## src/rtl/fifo_drain_ctrl_if.sv

```systemverilog
// FIFO-read and downstream valid/ready signals for fifo_drain_ctrl.
// The master modport is the drain controller; slave is the FIFO plus consumer side.
interface fifo_drain_ctrl_if #(
  parameter int DATA_W = 8
);
  logic              fifo_is_empty;
  logic [DATA_W-1:0] fifo_read_data;
  logic              fifo_read_ctrl;
  logic              out_valid;
  logic              out_ready;
  logic [DATA_W-1:0] out_data;

  modport master (
    input  fifo_is_empty,
    input  fifo_read_data,
    input  out_ready,
    output fifo_read_ctrl,
    output out_valid,
    output out_data
  );

  modport slave (
    output fifo_is_empty,
    output fifo_read_data,
    output out_ready,
    input  fifo_read_ctrl,
    input  out_valid,
    input  out_data
  );
endinterface

```

## src/rtl/fifo_drain_ctrl.sv

```systemverilog
// Reader-side controller: pulls words from a 1-cycle-latency FIFO into a small output buffer.
// Define FIFO_DRAIN_CTRL_STATS_EN to build the saturating stall_cycles counter.
module fifo_drain_ctrl #(
  parameter int DATA_W     = 8,
  parameter int OBUF_DEPTH = 2,
  parameter int CNT_W      = 16
) (
  input  logic                clk,
  input  logic                rst,
  input  logic                flush,
  fifo_drain_ctrl_if.master   bus,
  output logic [CNT_W-1:0]    words_out,
  output logic [CNT_W-1:0]    stall_cycles
);

  localparam int PTR_W = (OBUF_DEPTH > 1) ? $clog2(OBUF_DEPTH) : 1;
  localparam int OCC_W = PTR_W + 1;
  localparam logic [OCC_W-1:0] DEPTH_C  = OCC_W'(OBUF_DEPTH);
  localparam logic [PTR_W-1:0] LAST_PTR = PTR_W'(OBUF_DEPTH - 1);

  logic [DATA_W-1:0] obuf [OBUF_DEPTH];
  logic [PTR_W-1:0]  head;
  logic [PTR_W-1:0]  tail;
  logic [OCC_W-1:0]  occ;
  logic              inflight;
  logic              discard;
  logic              deq;
  logic              capture;
  logic              room;
  logic [OCC_W-1:0]  committed;

  function automatic logic [PTR_W-1:0] ptr_next(input logic [PTR_W-1:0] p);
    return (p == LAST_PTR) ? '0 : p + PTR_W'(1);
  endfunction

  assign bus.out_valid = (occ != '0);
  assign bus.out_data  = obuf[head];
  assign deq           = bus.out_valid & bus.out_ready;
  assign capture       = inflight & ~discard & ~flush;

  // Words already owned (buffered or returning) must leave a free slot after this cycle's deq.
  assign committed          = occ + OCC_W'(inflight);
  assign room               = committed < (DEPTH_C + OCC_W'(deq));
  assign bus.fifo_read_ctrl = ~rst & ~flush & ~bus.fifo_is_empty & room;

  always_ff @(posedge clk) begin
    if (rst) begin
      head      <= '0;
      tail      <= '0;
      occ       <= '0;
      inflight  <= 1'b0;
      discard   <= 1'b0;
      words_out <= '0;
      for (int i = 0; i < OBUF_DEPTH; i++) begin
        obuf[i] <= '0;
      end
    end else begin
      inflight <= bus.fifo_read_ctrl;
      discard  <= flush & bus.fifo_read_ctrl;
      if (deq) begin
        words_out <= words_out + CNT_W'(1);
      end
      if (flush) begin
        head <= '0;
        tail <= '0;
        occ  <= '0;
      end else begin
        if (capture) begin
          obuf[tail] <= bus.fifo_read_data;
          tail       <= ptr_next(tail);
        end
        if (deq) begin
          head <= ptr_next(head);
        end
        occ <= occ + OCC_W'(capture) - OCC_W'(deq);
      end
    end
  end

`ifdef FIFO_DRAIN_CTRL_STATS_EN
  // Backpressure counter survives flush so it reflects the whole run since reset.
  always_ff @(posedge clk) begin
    if (rst) begin
      stall_cycles <= '0;
    end else if (bus.out_valid && !bus.out_ready && (stall_cycles != '1)) begin
      stall_cycles <= stall_cycles + CNT_W'(1);
    end
  end
`else
  assign stall_cycles = '0;
`endif

endmodule

```

## src/flat_wrapper.sv

```systemverilog
// flat-port wrapper written by rule: the top's interface ports become plain ports
module fifo_drain_ctrl_flat 
#(
  parameter int DATA_W     = 8,
  parameter int OBUF_DEPTH = 2,
  parameter int CNT_W      = 16
)
  (clk, rst, flush, words_out, stall_cycles, bus_fifo_is_empty, bus_fifo_read_data, bus_out_ready, bus_fifo_read_ctrl, bus_out_valid, bus_out_data);
  fifo_drain_ctrl_if #(.DATA_W(DATA_W)) bus_i ();
  input  logic clk;
  input  logic rst;
  input  logic flush;
  output logic [CNT_W-1:0] words_out;
  output logic [CNT_W-1:0] stall_cycles;
  input wire logic [$bits(bus_i.fifo_is_empty)-1:0] bus_fifo_is_empty;
  input wire logic [$bits(bus_i.fifo_read_data)-1:0] bus_fifo_read_data;
  input wire logic [$bits(bus_i.out_ready)-1:0] bus_out_ready;
  output wire logic [$bits(bus_i.fifo_read_ctrl)-1:0] bus_fifo_read_ctrl;
  output wire logic [$bits(bus_i.out_valid)-1:0] bus_out_valid;
  output wire logic [$bits(bus_i.out_data)-1:0] bus_out_data;
  assign bus_i.fifo_is_empty = bus_fifo_is_empty;
  assign bus_i.fifo_read_data = bus_fifo_read_data;
  assign bus_i.out_ready = bus_out_ready;
  assign bus_fifo_read_ctrl = bus_i.fifo_read_ctrl;
  assign bus_out_valid = bus_i.out_valid;
  assign bus_out_data = bus_i.out_data;
  fifo_drain_ctrl #(.DATA_W(DATA_W), .OBUF_DEPTH(OBUF_DEPTH), .CNT_W(CNT_W)) u_core (.clk(clk), .rst(rst), .flush(flush), .bus(bus_i), .words_out(words_out), .stall_cycles(stall_cycles));
endmodule
```

## config.mk

```make
export PLATFORM = sky130hd
export DESIGN_NAME = fifo_drain_ctrl_flat
export DESIGN_NICKNAME = d
export VERILOG_FILES = /design/src/rtl/fifo_drain_ctrl_if.sv /design/src/rtl/fifo_drain_ctrl.sv /design/src/flat_wrapper.sv
export SDC_FILE = /design/constraint.sdc
export NUM_CORES = 1
export LEC_CHECK = 0
export CAP_MARGIN = 30
export CORE_ASPECT_RATIO = 1.25
export CORE_MARGIN = 2
export CORE_UTILIZATION = 25
export DETAILED_ROUTE_END_ITERATION = 10
export GPL_ROUTABILITY_DRIVEN = 0
export GPL_TIMING_DRIVEN = 0
export REMOVE_ABC_BUFFERS = 1
export SYNTH_ARGS = -nofsm -noshare
export SYNTH_HDL_FRONTEND = slang
export SYNTH_SLANG_ARGS = --single-unit
```

## constraint.sdc

```tcl
create_clock -name clk -period 6.2 [get_ports clk]
set_clock_uncertainty 0.2 [all_clocks]
set_input_delay 0.93 -clock clk [delete_from_list [all_inputs] [get_ports clk]]
set_output_delay 0.93 -clock clk [all_outputs]
set_load 0.01 [all_outputs]
```

==> run_results.csv, run 1 <==
group,metric,value,unit
run_status,status,"finished, final reports clean",
critical_path,critPathBufInv,2,
critical_path,reg2regPathDepth,8,
grt,grt.overflow.total,0,
cells_and_area,fin_nets,235,
logic_synthesis,syn_avg_cell_area,10.6,sq um
pwr,ir_drop,0.0771,mV
sta,post-route-period-util,64.9,%
sta,fin_tns_setup,0,ns
logic_synthesis,ys_ff_latch,39,
hold_path,min_from,"u_core.words_out[15]",
hold_path,hold_path_class,"flop to flop",
clock_tree,cts.sinks,39,
clock_tree,clk_pin_slew,0.08,ns
logic_synthesis,syn_area,1910,sq um
grt,grt_max_degree,27,
critical_path,cp.arrival,2.89,ns
critical_path,r2r-start,"u_core.occ[1]",
clock_tree,cts_tree,"yes",
logic_synthesis,synth-main-ff-cell,"dfxtp_1",
grt,grt_first_pass_wirelength,5.67,mm
die,die_h,102,microns
sta,finalSetupViolCount,0,
logic_synthesis,syn_inst,180,
clock_tree,cts_max_level,2,
die,ioPinCount,55,
clock_tree,clkLatencyLatePin,0.29,ns
logic_synthesis,async_flop_share,0,%
critical_path,crit_path_frequent_cell,"clkdlybuf4s50_1",
clock_tree,clk_path_buf_depth,2,
pwr,design_power_total,0.517,mW
critical_path,cp_slowest_cell,"clkdlybuf4s50_1",
route,routedWlPerCell,11.1,microns
logic_synthesis,yosys_warnings,0,
die,initial_core_util,25.8,%
die,fp.dieW,82.1,microns
cells_and_area,antenna_cells,0,
critical_path,path_max_fanout,26,
pwr,p_leak,0.866,nW
die,core,7400,sq um
route,vias,1289,
route,viasPerCell,4.14,
sta,maxSlewHeadroom,36.6,%
clock_tree,cts_resized,0,
critical_path,slowest_delay,0.90,ns
logic_synthesis,netlist.area_leader.share,25.2,%
route,drtIter0Drc,19,
sta,fmax,249,MHz
sta,hold_violations,0,
clock_tree,cts_root_buf,"clkbuf_8",
grt,grt_pass1_vias,1195,
route,drc_errors,0,
critical_path,endpoint_kind,"primary output",
clock_tree,cts_buffers,5,
sta,rsz0062_at_grt,"false",
die,dieArea,8350,sq um
route,drt-total-wl,3.46,mm
logic_synthesis,yosys.area.top_type,"edfxtp_1",
grt,antenna_found_initial,0,
die,rows,35,
sta,slew_viol_final,0,
critical_path,worst-setup-path-type,"primary input to primary output",
hold_path,hold_path_depth,2,
place,io_buffers,38,
logic_synthesis,yosysSeqAreaShare,49.3,%
sta,fin_crit,4.02,ns
grt,grt_usage,9.06,%
cells_and_area,drive_gt1_share,10.0,%
cells_and_area,fin_util,32.5,%
route,drtPass1Iterations,4,
clock_tree,ctsHoldBuffers,0,
hold_path,whs_endpoint,"u_core.words_out[15]",
route,antenna_left,0,
critical_path,path_cells,"clkdlybuf4s50_1 -> nor4_1 -> clkdlybuf4s50_1",
cells_and_area,area_growth,26.2,%
pwr,powerDensity,215,nW/um^2
critical_path,startpoint_type,"primary input",
critical_path,critPathTopFamily,"buffers and inverters",
critical_path,cp_data_required_time,5.07,ns
sta,worstMarginPinSlew,0.948,ns
place,hpwl,2.46,mm
critical_path,rr_endpoint,"u_core.occ[1]",
logic_synthesis,yosysUniqueCellTypes,34,
logic_synthesis,synth_edf_count,16,
flow_run,cap_violations,0,
clock_tree,cts_setup_buffers,0,
logic_synthesis,synth_area_leaders,"edfxtp_1 (25%), dfxtp_1 (24%), xnor2_1 (6.4%)",
critical_path,r2r_slack,3.99,ns
## final cells by class
cell class / instances / area (sq um)
clock buffers: 5 / 68.8
clock inverters: 3 / 42.5
fillers: 757 / 4990
inverters: 9 / 33.8
multi-input cells: 125 / 825
flip-flops and latches: 39 / 941
well taps: 92 / 115
repair buffers: 38 / 380
## how the worst max path moves through the flow
stage | endpoint | depth (start not counted) | slack, ns | startpoint
2_1_floorplan | bus_fifo_read_ctrl | 3 | 3.46 | bus_out_ready
5_1_grt | bus_fifo_read_ctrl | 3 | 2.02 | rst
6_report | bus_fifo_read_ctrl | 3 | 2.18 | rst
3_5_place_dp | bus_fifo_read_ctrl | 3 | 2.19 | rst
4_1_cts | bus_fifo_read_ctrl | 3 | 2.16 | rst
3_3_place_gp | bus_fifo_read_ctrl | 3 | 2.16 | rst
## stage by stage
stage | std cells | hold WS, ns | setup slack (ns) | instance area (sq um)
4_1_cts | 311 | 0.284 | 2.16 | 2410
5_1_grt | 311 | 0.338 | 2.02 | 2410
3_3_place_gp | 303 | 0.264 | 2.16 | 2290
6_report | 311 | 0.284 | 2.18 | 2410
3_5_place_dp | 303 | 0.272 | 2.19 | 2290
2_1_floorplan | 173 | 0.285 | 3.46 | 1800
## routing by layer
metal,part of all wire (%),vias to the layer above,GRT usage [%]
li1,-,657,-
met5,0,-,0
met2,46,37,14.1
met3,6.0,7,2.67
met1,46,588,11.5
met4,1.7,0,4.23
## synthesized netlist by cell type (3+ instances only)
| cell | n |
|---|---|
| edfxtp_1 | 16 |
| nor4_1 | 6 |
| buf_4 | 16 |
| dfxtp_1 | 23 |
| o21ai_0 | 3 |
| inv_1 | 9 |
| nor2b_1 | 3 |
| clkbuf_1 | 4 |
| and2_1 | 18 |
| nor2_1 | 14 |
| a21oi_1 | 5 |
| ha_1 | 4 |
| xnor2_1 | 14 |
| nand2_1 | 3 |
| mux2_2 | 9 |
| nor3_1 | 9 |
## report_power, final
| group | total (mW) | switching (mW) | internal (mW) |
|---|---|---|---|
| Combinational | 0.0310 | 0.0163 | 0.0147 |
| Sequential | 0.272 | 0.00153 | 0.271 |
| Clock | 0.214 | 0.0938 | 0.120 |
## placed cells by master (no fill, tap or decap), drive strengths merged, types with 5 or more instances in the layout
| cell | Yosys | layout |
|---|---|---|
| dfxtp | 23 | 23 |
| xnor2 | 14 | 14 |
| inv | 9 | 10 |
| mux2 | 9 | 9 |
| a21oi | 5 | 5 |
| and2 | 18 | 18 |
| conb | 1 | 17 |
| nor4 | 6 | 6 |
| edfxtp | 16 | 16 |
| nor3 | 9 | 9 |
| clkdlybuf4s50 | 0 | 38 |
| clkbuf | 6 | 5 |
| nor2 | 14 | 14 |
## cell families after synthesis
| kind of cell | count (synthesis) | synth area share (%) |
|---|---|---|
| muxes | 10 | 5.84 |
| AOI/OAI and AO/OA | 12 | 4.99 |
| other | 1 | 0.197 |
| buffers and inverters | 32 | 10.6 |
| adders and majority gates | 4 | 2.62 |
| and+or+nand+nor | 67 | 19.6 |
| DFF | 39 | 49.3 |
| xor gates and xnor gates | 15 | 6.89 |
## flip-flops by register name, indices dropped and copies added (netlist names), named ones only
register          flops
u_core.obuf          16
u_core.words_out     16
u_core.occ            2
u_core.discard        1
u_core.head           1
u_core.inflight       1
u_core.tail           1
## worst register-to-register path: stages (launching register included)
cell	delay [ns]
dfxtp_1	0.40
or2_2	0.34
and2_1	0.25
ha_1	0.32
inv_1	0.06
ha_1	0.14
xor2_1	0.17
xnor2_1	0.14
nor3_1	0.06
Power figures use the tool's default switching activity.
==> run 2: changes to the inputs <==
==> constraint.sdc (replaced) <==
create_clock -name clk -period 3.3 [get_ports clk]
set_clock_uncertainty 0.2 [all_clocks]
set_input_delay 0.495 -clock clk [delete_from_list [all_inputs] [get_ports clk]]
set_output_delay 0.495 -clock clk [all_outputs]
set_load 0.01 [all_outputs]
==> run 2 against run 1 <==
- register-to-register slack got worse by 2.9 ns
- die area unchanged
- sequential cell count did not move
- clock power rose by 88%
- total power up 88%
- worst setup slack got worse by 1.8 ns
- sequential power rose by 88%
- core utilization hardly changed
- via count is the same
==> run_results.csv, run 2 (synthesized netlist as in run 1, its figures left out) <==
group,metric,value,unit
cells_and_area,num-fill-cells,757,
critical_path,crit_path_frequent_cell,"clkdlybuf4s50_1",
grt,busiest_layer,"met2",
cells_and_area,drive_gt1_share,10.0,%
place,io_buffers,38,
clock_tree,cts.sinks,39,
grt,grt_first_pass_wirelength,5.67,mm
pwr,powerDensity,403,nW/um^2
route,vias,1289,
route,drtIter0Drc,19,
clock_tree,cts_root_buf,"clkbuf_8",
critical_path,path_cells,"clkdlybuf4s50_1 -> and2_1 -> a21oi_1 -> nor4_1 -> clkdlybuf4s50_1",
flow_run,cap_violations,0,
critical_path,reg2regPathDepth,8,
cells_and_area,stdcell_area,2410,sq um
cells_and_area,area_growth,26.3,%
route,drc_errors,0,
hold_path,hold_path_class,"flop to flop",
pwr,design_power_total,0.972,mW
critical_path,path_max_fanout,5,
die,dieArea,8350,sq um
critical_path,cp.arrival,2.27,ns
grt,grt.overflow.total,0,
sta,hold_violations,0,
grt,grt_usage,9.06,%
route,routedWlPerCell,11.1,microns
pwr,clkPwrFrac,41.3,%
critical_path,r2r-start,"u_core.occ[1]",
cells_and_area,fin_util,32.5,%
sta,finalSetupViolCount,0,
sta,fin_crit,2.96,ns
route,viasPerCell,4.14,
pwr,power_frac_comb,6.0,%
pwr,ir_drop,0.145,mV
die,ioPinCount,55,
clock_tree,clkLatencyLatePin,0.29,ns
critical_path,endpoint_kind,"primary output",
route,drtPass1Iterations,4,
place,placed_area,2290,sq um
pwr,intPower,0.762,mW
die,core,7400,sq um
pwr,netSwitchingFraction,21.6,%
clock_tree,cts_buffers,5,
hold_path,min_from,"u_core.words_out[15]",
sta,post-route-period-util,89.7,%
place,hpwl,2.46,mm
cells_and_area,top_regs,"u_core.obuf (16), u_core.words_out (16), u_core.occ (2)",
critical_path,startpoint_type,"primary input",
clock_tree,clk_path_buf_depth,2,
grt,use_met3,2.67,%
grt,use_met1,11.5,%
sta,fmax,338,MHz
critical_path,slowest_delay,0.59,ns
clock_tree,cts_tree,"yes",
grt,grt_pass1_vias,1195,
cells_and_area,seq_area,941,sq um
cells_and_area,final_common_cell,"clkdlybuf4s50_1",
die,die_h,102,microns
sta,worstMarginPinSlew,0.951,ns
critical_path,cp_data_required_time,2.60,ns
run_status,status,"finished, final reports clean",
die,initial_core_util,25.8,%
sta,fin_hold_ws,0.284,ns
sta,maxSlewHeadroom,36.5,%
clock_tree,clk_pin_slew,0.08,ns
grt,grt_max_degree,27,
critical_path,cp_slowest_cell,"clkdlybuf4s50_1",
cells_and_area,multi_input_area,825,sq um
route,drt-total-wl,3.46,mm
grt,use_met2,14.1,%
die,rows,35,
pwr,p_leak,0.875,nW
die,fp.dieW,82.1,microns
pwr,switchingPower,0.210,mW
hold_path,hold_path_depth,2,
route,antenna_left,0,
cells_and_area,antenna_cells,0,
grt,antenna_found_initial,0,
critical_path,worst-setup-path-type,"primary input to primary output",
sta,fin_tns_setup,0,ns
clock_tree,cts_max_level,2,
cells_and_area,fin_nets,235,
critical_path,crit_path_start,"bus_out_ready",
cells_and_area,final_cell_mix,"clkdlybuf4s50_1 (37), dfxtp_1 (23), and2_1 (18)",
sta,rsz0062_at_grt,"false",
pwr,seqPwrFrac,52.7,%
sta,slew_viol_final,0,
## run 2: cell types whose count changed in the layout (fill, tap and decap cells not counted), sizes merged
cell           delta
clkdlybuf4s50     -1
dlymetal6s2s      +1
## run 2: critical path, delay by kind of cell
kind,cells,cell delay [ns]
AOI/OAI and AO/OA,1,0.13
buffers and inverters,2,1.15
and+or+nand+nor,2,0.49
## run 2: layout make-up
class	count	area share (%)
clock buffer	5	2.86
tap	92	4.78
timing repair buffer	38	15.9
sequential	39	39.1
clock inverter	3	1.77
multi-input combinational	125	34.2
inverter	9	1.40
## run 2: metrics by stage
stage          instances  setup WS (ns)
3_5_place_dp         303          0.160
4_1_cts              311          0.130
3_3_place_gp         303          0.134
6_report             311          0.339
5_1_grt              311          0.218
2_1_floorplan        173           1.22
## run 2: power groups by stage
stage	combinational, mW	sequential [mW]	clock [mW]
finish	0.0581	0.512	0.402
global route	0.0652	0.513	0.434
CTS	0.0589	0.512	0.419
detailed placement	0.0585	0.523	0
global placement	0.0580	0.523	0
floorplan	0.0239	0.522	0
## run 2: path summary, 6_finish.rpt
kind	to	slack, ns
worst min register to register	u_core.words_out[15]	0.28
worst max-delay path	bus_fifo_read_ctrl	0.34
worst min-delay path	u_core.words_out[15]	0.28
worst max register to register	u_core.occ[1]	1.09
## run 2: repair_timing
item / CTS / global route
hold buffers: 0 / 0
endpoints found under the setup margin: 0 / 1
setup buffers: 0 / 0
gates resized for setup: 0 / 1
## run 2: per-layer routing
| metal | wire (microns) | up-vias |
|---|---|---|
| met5 | 0 | - |
| met4 | 60 | 0 |
| met3 | 208 | 7 |
| met2 | 1600 | 37 |
| met1 | 1590 | 588 |
| li1 | - | 657 |
==> run 3: changes to the inputs <==
--- a/config.mk
+++ b/config.mk
@@ -8,10 +8,12 @@
 export CAP_MARGIN = 30
 export CORE_ASPECT_RATIO = 1.25
 export CORE_MARGIN = 2
-export CORE_UTILIZATION = 25
+export CORE_UTILIZATION = 42
 export DETAILED_ROUTE_END_ITERATION = 10
 export GPL_ROUTABILITY_DRIVEN = 0
 export GPL_TIMING_DRIVEN = 0
+export MAX_ROUTING_LAYER = met4
+export PLACE_DENSITY = 0.75
 export REMOVE_ABC_BUFFERS = 1
 export SYNTH_ARGS = -nofsm -noshare
 export SYNTH_HDL_FRONTEND = slang
==> run 3 against run 2 <==
- die area is 39% lower
- worst hold slack improved by 0.015 ns
- core utilization is 21 points higher
- sequential share of layout area is 0.64 points higher
- critical path depth decreased by 2
- via count increased by 1.2%
- non-clock buffer count did not move
- register-to-register slack better by 0.02 ns
==> run_results.csv, run 3 (synthesized netlist as in run 1, its figures left out) <==
group,metric,value,unit
run_status,status,"finished, final reports clean",
clock_tree,clk_pin_slew,0.07,ns
place,placed_area,2250,sq um
critical_path,startpoint_type,"primary input",
clock_tree,cts_buffers,5,
die,rows,27,
hold_path,hold_path_class,"flop to flop",
sta,maxSlewHeadroom,37.6,%
sta,rsz0062_at_grt,"false",
cells_and_area,stdcell_area,2370,sq um
grt,grt_first_pass_wirelength,5.49,mm
cells_and_area,top_regs,"u_core.obuf (16), u_core.words_out (16), u_core.occ (2)",
sta,fmax,320,MHz
clock_tree,clkLatencyLatePin,0.28,ns
die,ioPinCount,55,
pwr,p_leak,0.871,nW
sta,fin_crit,3.12,ns
sta,fin_tns_setup,0,ns
sta,worstMarginPinSlew,0.933,ns
sta,hold_violations,0,
cells_and_area,final_cell_mix,"clkdlybuf4s50_1 (38), dfxtp_1 (23), and2_1 (18)",
route,drc_errors,0,
pwr,powerDensity,412,nW/um^2
die,dieArea,5100,sq um
clock_tree,cts.sinks,39,
place,hpwl,2.30,mm
clock_tree,cts_resized,0,
route,drtIter0Drc,29,
cells_and_area,area_growth,24.3,%
critical_path,worst-setup-path-type,"primary input to primary output",
critical_path,slowest_delay,0.89,ns
cells_and_area,antenna_cells,0,
clock_tree,cts_setup_buffers,0,
critical_path,endpoint_kind,"primary output",
critical_path,cp.arrival,2.43,ns
die,core,4390,sq um
cells_and_area,fin_nets,235,
grt,grt_usage,14.3,%
flow_run,cap_violations,0,
clock_tree,cts_root_buf,"clkbuf_8",
route,routedWlPerCell,11.9,microns
grt,grt_max_degree,27,
die,fp.dieW,64.3,microns
place,io_buffers,38,
die,initial_core_util,43.4,%
clock_tree,cts_max_level,2,
route,antenna_left,0,
grt,antenna_found_initial,0,
critical_path,cp_slowest_cell,"clkdlybuf4s50_1",
sta,post-route-period-util,94.7,%
cells_and_area,final_common_cell,"clkdlybuf4s50_1",
route,viasPerCell,4.71,
pwr,ir_drop,0.252,mV
critical_path,path_max_fanout,26,
sta,finalSetupViolCount,0,
route,drt-total-wl,3.29,mm
route,vias,1305,
cells_and_area,drive_gt1_share,10.5,%
critical_path,path_cells,"clkdlybuf4s50_1 -> nor4_1 -> clkdlybuf4s50_1",
critical_path,cp_data_required_time,2.60,ns
die,die_h,79.3,microns
clock_tree,cts_tree,"yes",
grt,grt_pass1_vias,1225,
sta,slew_viol_final,0,
grt,grt.overflow.total,0,
route,drtPass1Iterations,4,
clock_tree,ctsHoldBuffers,0,
critical_path,crit_path_frequent_cell,"clkdlybuf4s50_1",
clock_tree,clk_path_buf_depth,2,
-- run 3: cell types whose count changed in the layout (fill, tap and decap cells not counted), sizes merged --
cell | previous run | this run
dlymetal6s2s | 1 | 0
clkdlybuf4s50 | 37 | 38
inv | 10 | 9
clkbuf | 5 | 6
-- run 3: layout make-up --
cell class	count	area, sq um
Clock buffer	6	82.6
Sequential cell	39	941
Inverter	9	33.8
Tap cell	58	72.6
Multi-Input combinational cell	125	825
Fill cell	404	2020
Clock inverter	2	35.0
Timing Repair Buffer	38	380
-- run 3: final timing paths --
path | start | end | slack [ns] | cells after the start
setup reg to reg | u_core.occ[1] | u_core.occ[1] | 1.11 | 8
hold reg to reg | u_core.words_out[15] | u_core.words_out[15] | 0.30 | 2
setup / recovery | rst | bus_fifo_read_ctrl | 0.18 | 3
hold / removal | u_core.words_out[15] | u_core.words_out[15] | 0.30 | 2
-- run 3: metal layers --
metal | GRT usage [%] | vias to the layer above | part of all wire [%]
met3 | 5.24 | 2 | 6.3
met4 | 4.04 | 0 | 0.30
li1 | - | 655 | -
met2 | 24.4 | 41 | 50
met5 | - | - | 0
met1 | 15.8 | 607 | 44
-- run 3: report_power, final --
part	switching (mW)	total [mW]	internal, mW
Clock	0.162	0.407	0.245
Combinational	0.0302	0.0578	0.0276
Sequential	0.00287	0.512	0.509
Total	0.195	0.976	0.781
-- run 3: critical path: cells and delay by family --
kind	cells	cell delay, ns
buf+inv	2	1.48
simple gates	1	0.45
-- run 3: per-stage QoR --
stage	utilization (%)	hold slack (ns)	setup slack, ns	power (mW)	cells
after CTS	54.0	0.299	0.145	0.989	277
after global placement	51.3	0.269	0.131	0.580	269
after global routing	54.0	0.344	0.0412	1.02	277
after detailed placement	51.3	0.281	0.156	0.581	269
after floorplan	-	0.285	1.22	0.546	173
final	54.0	0.300	0.176	0.976	277
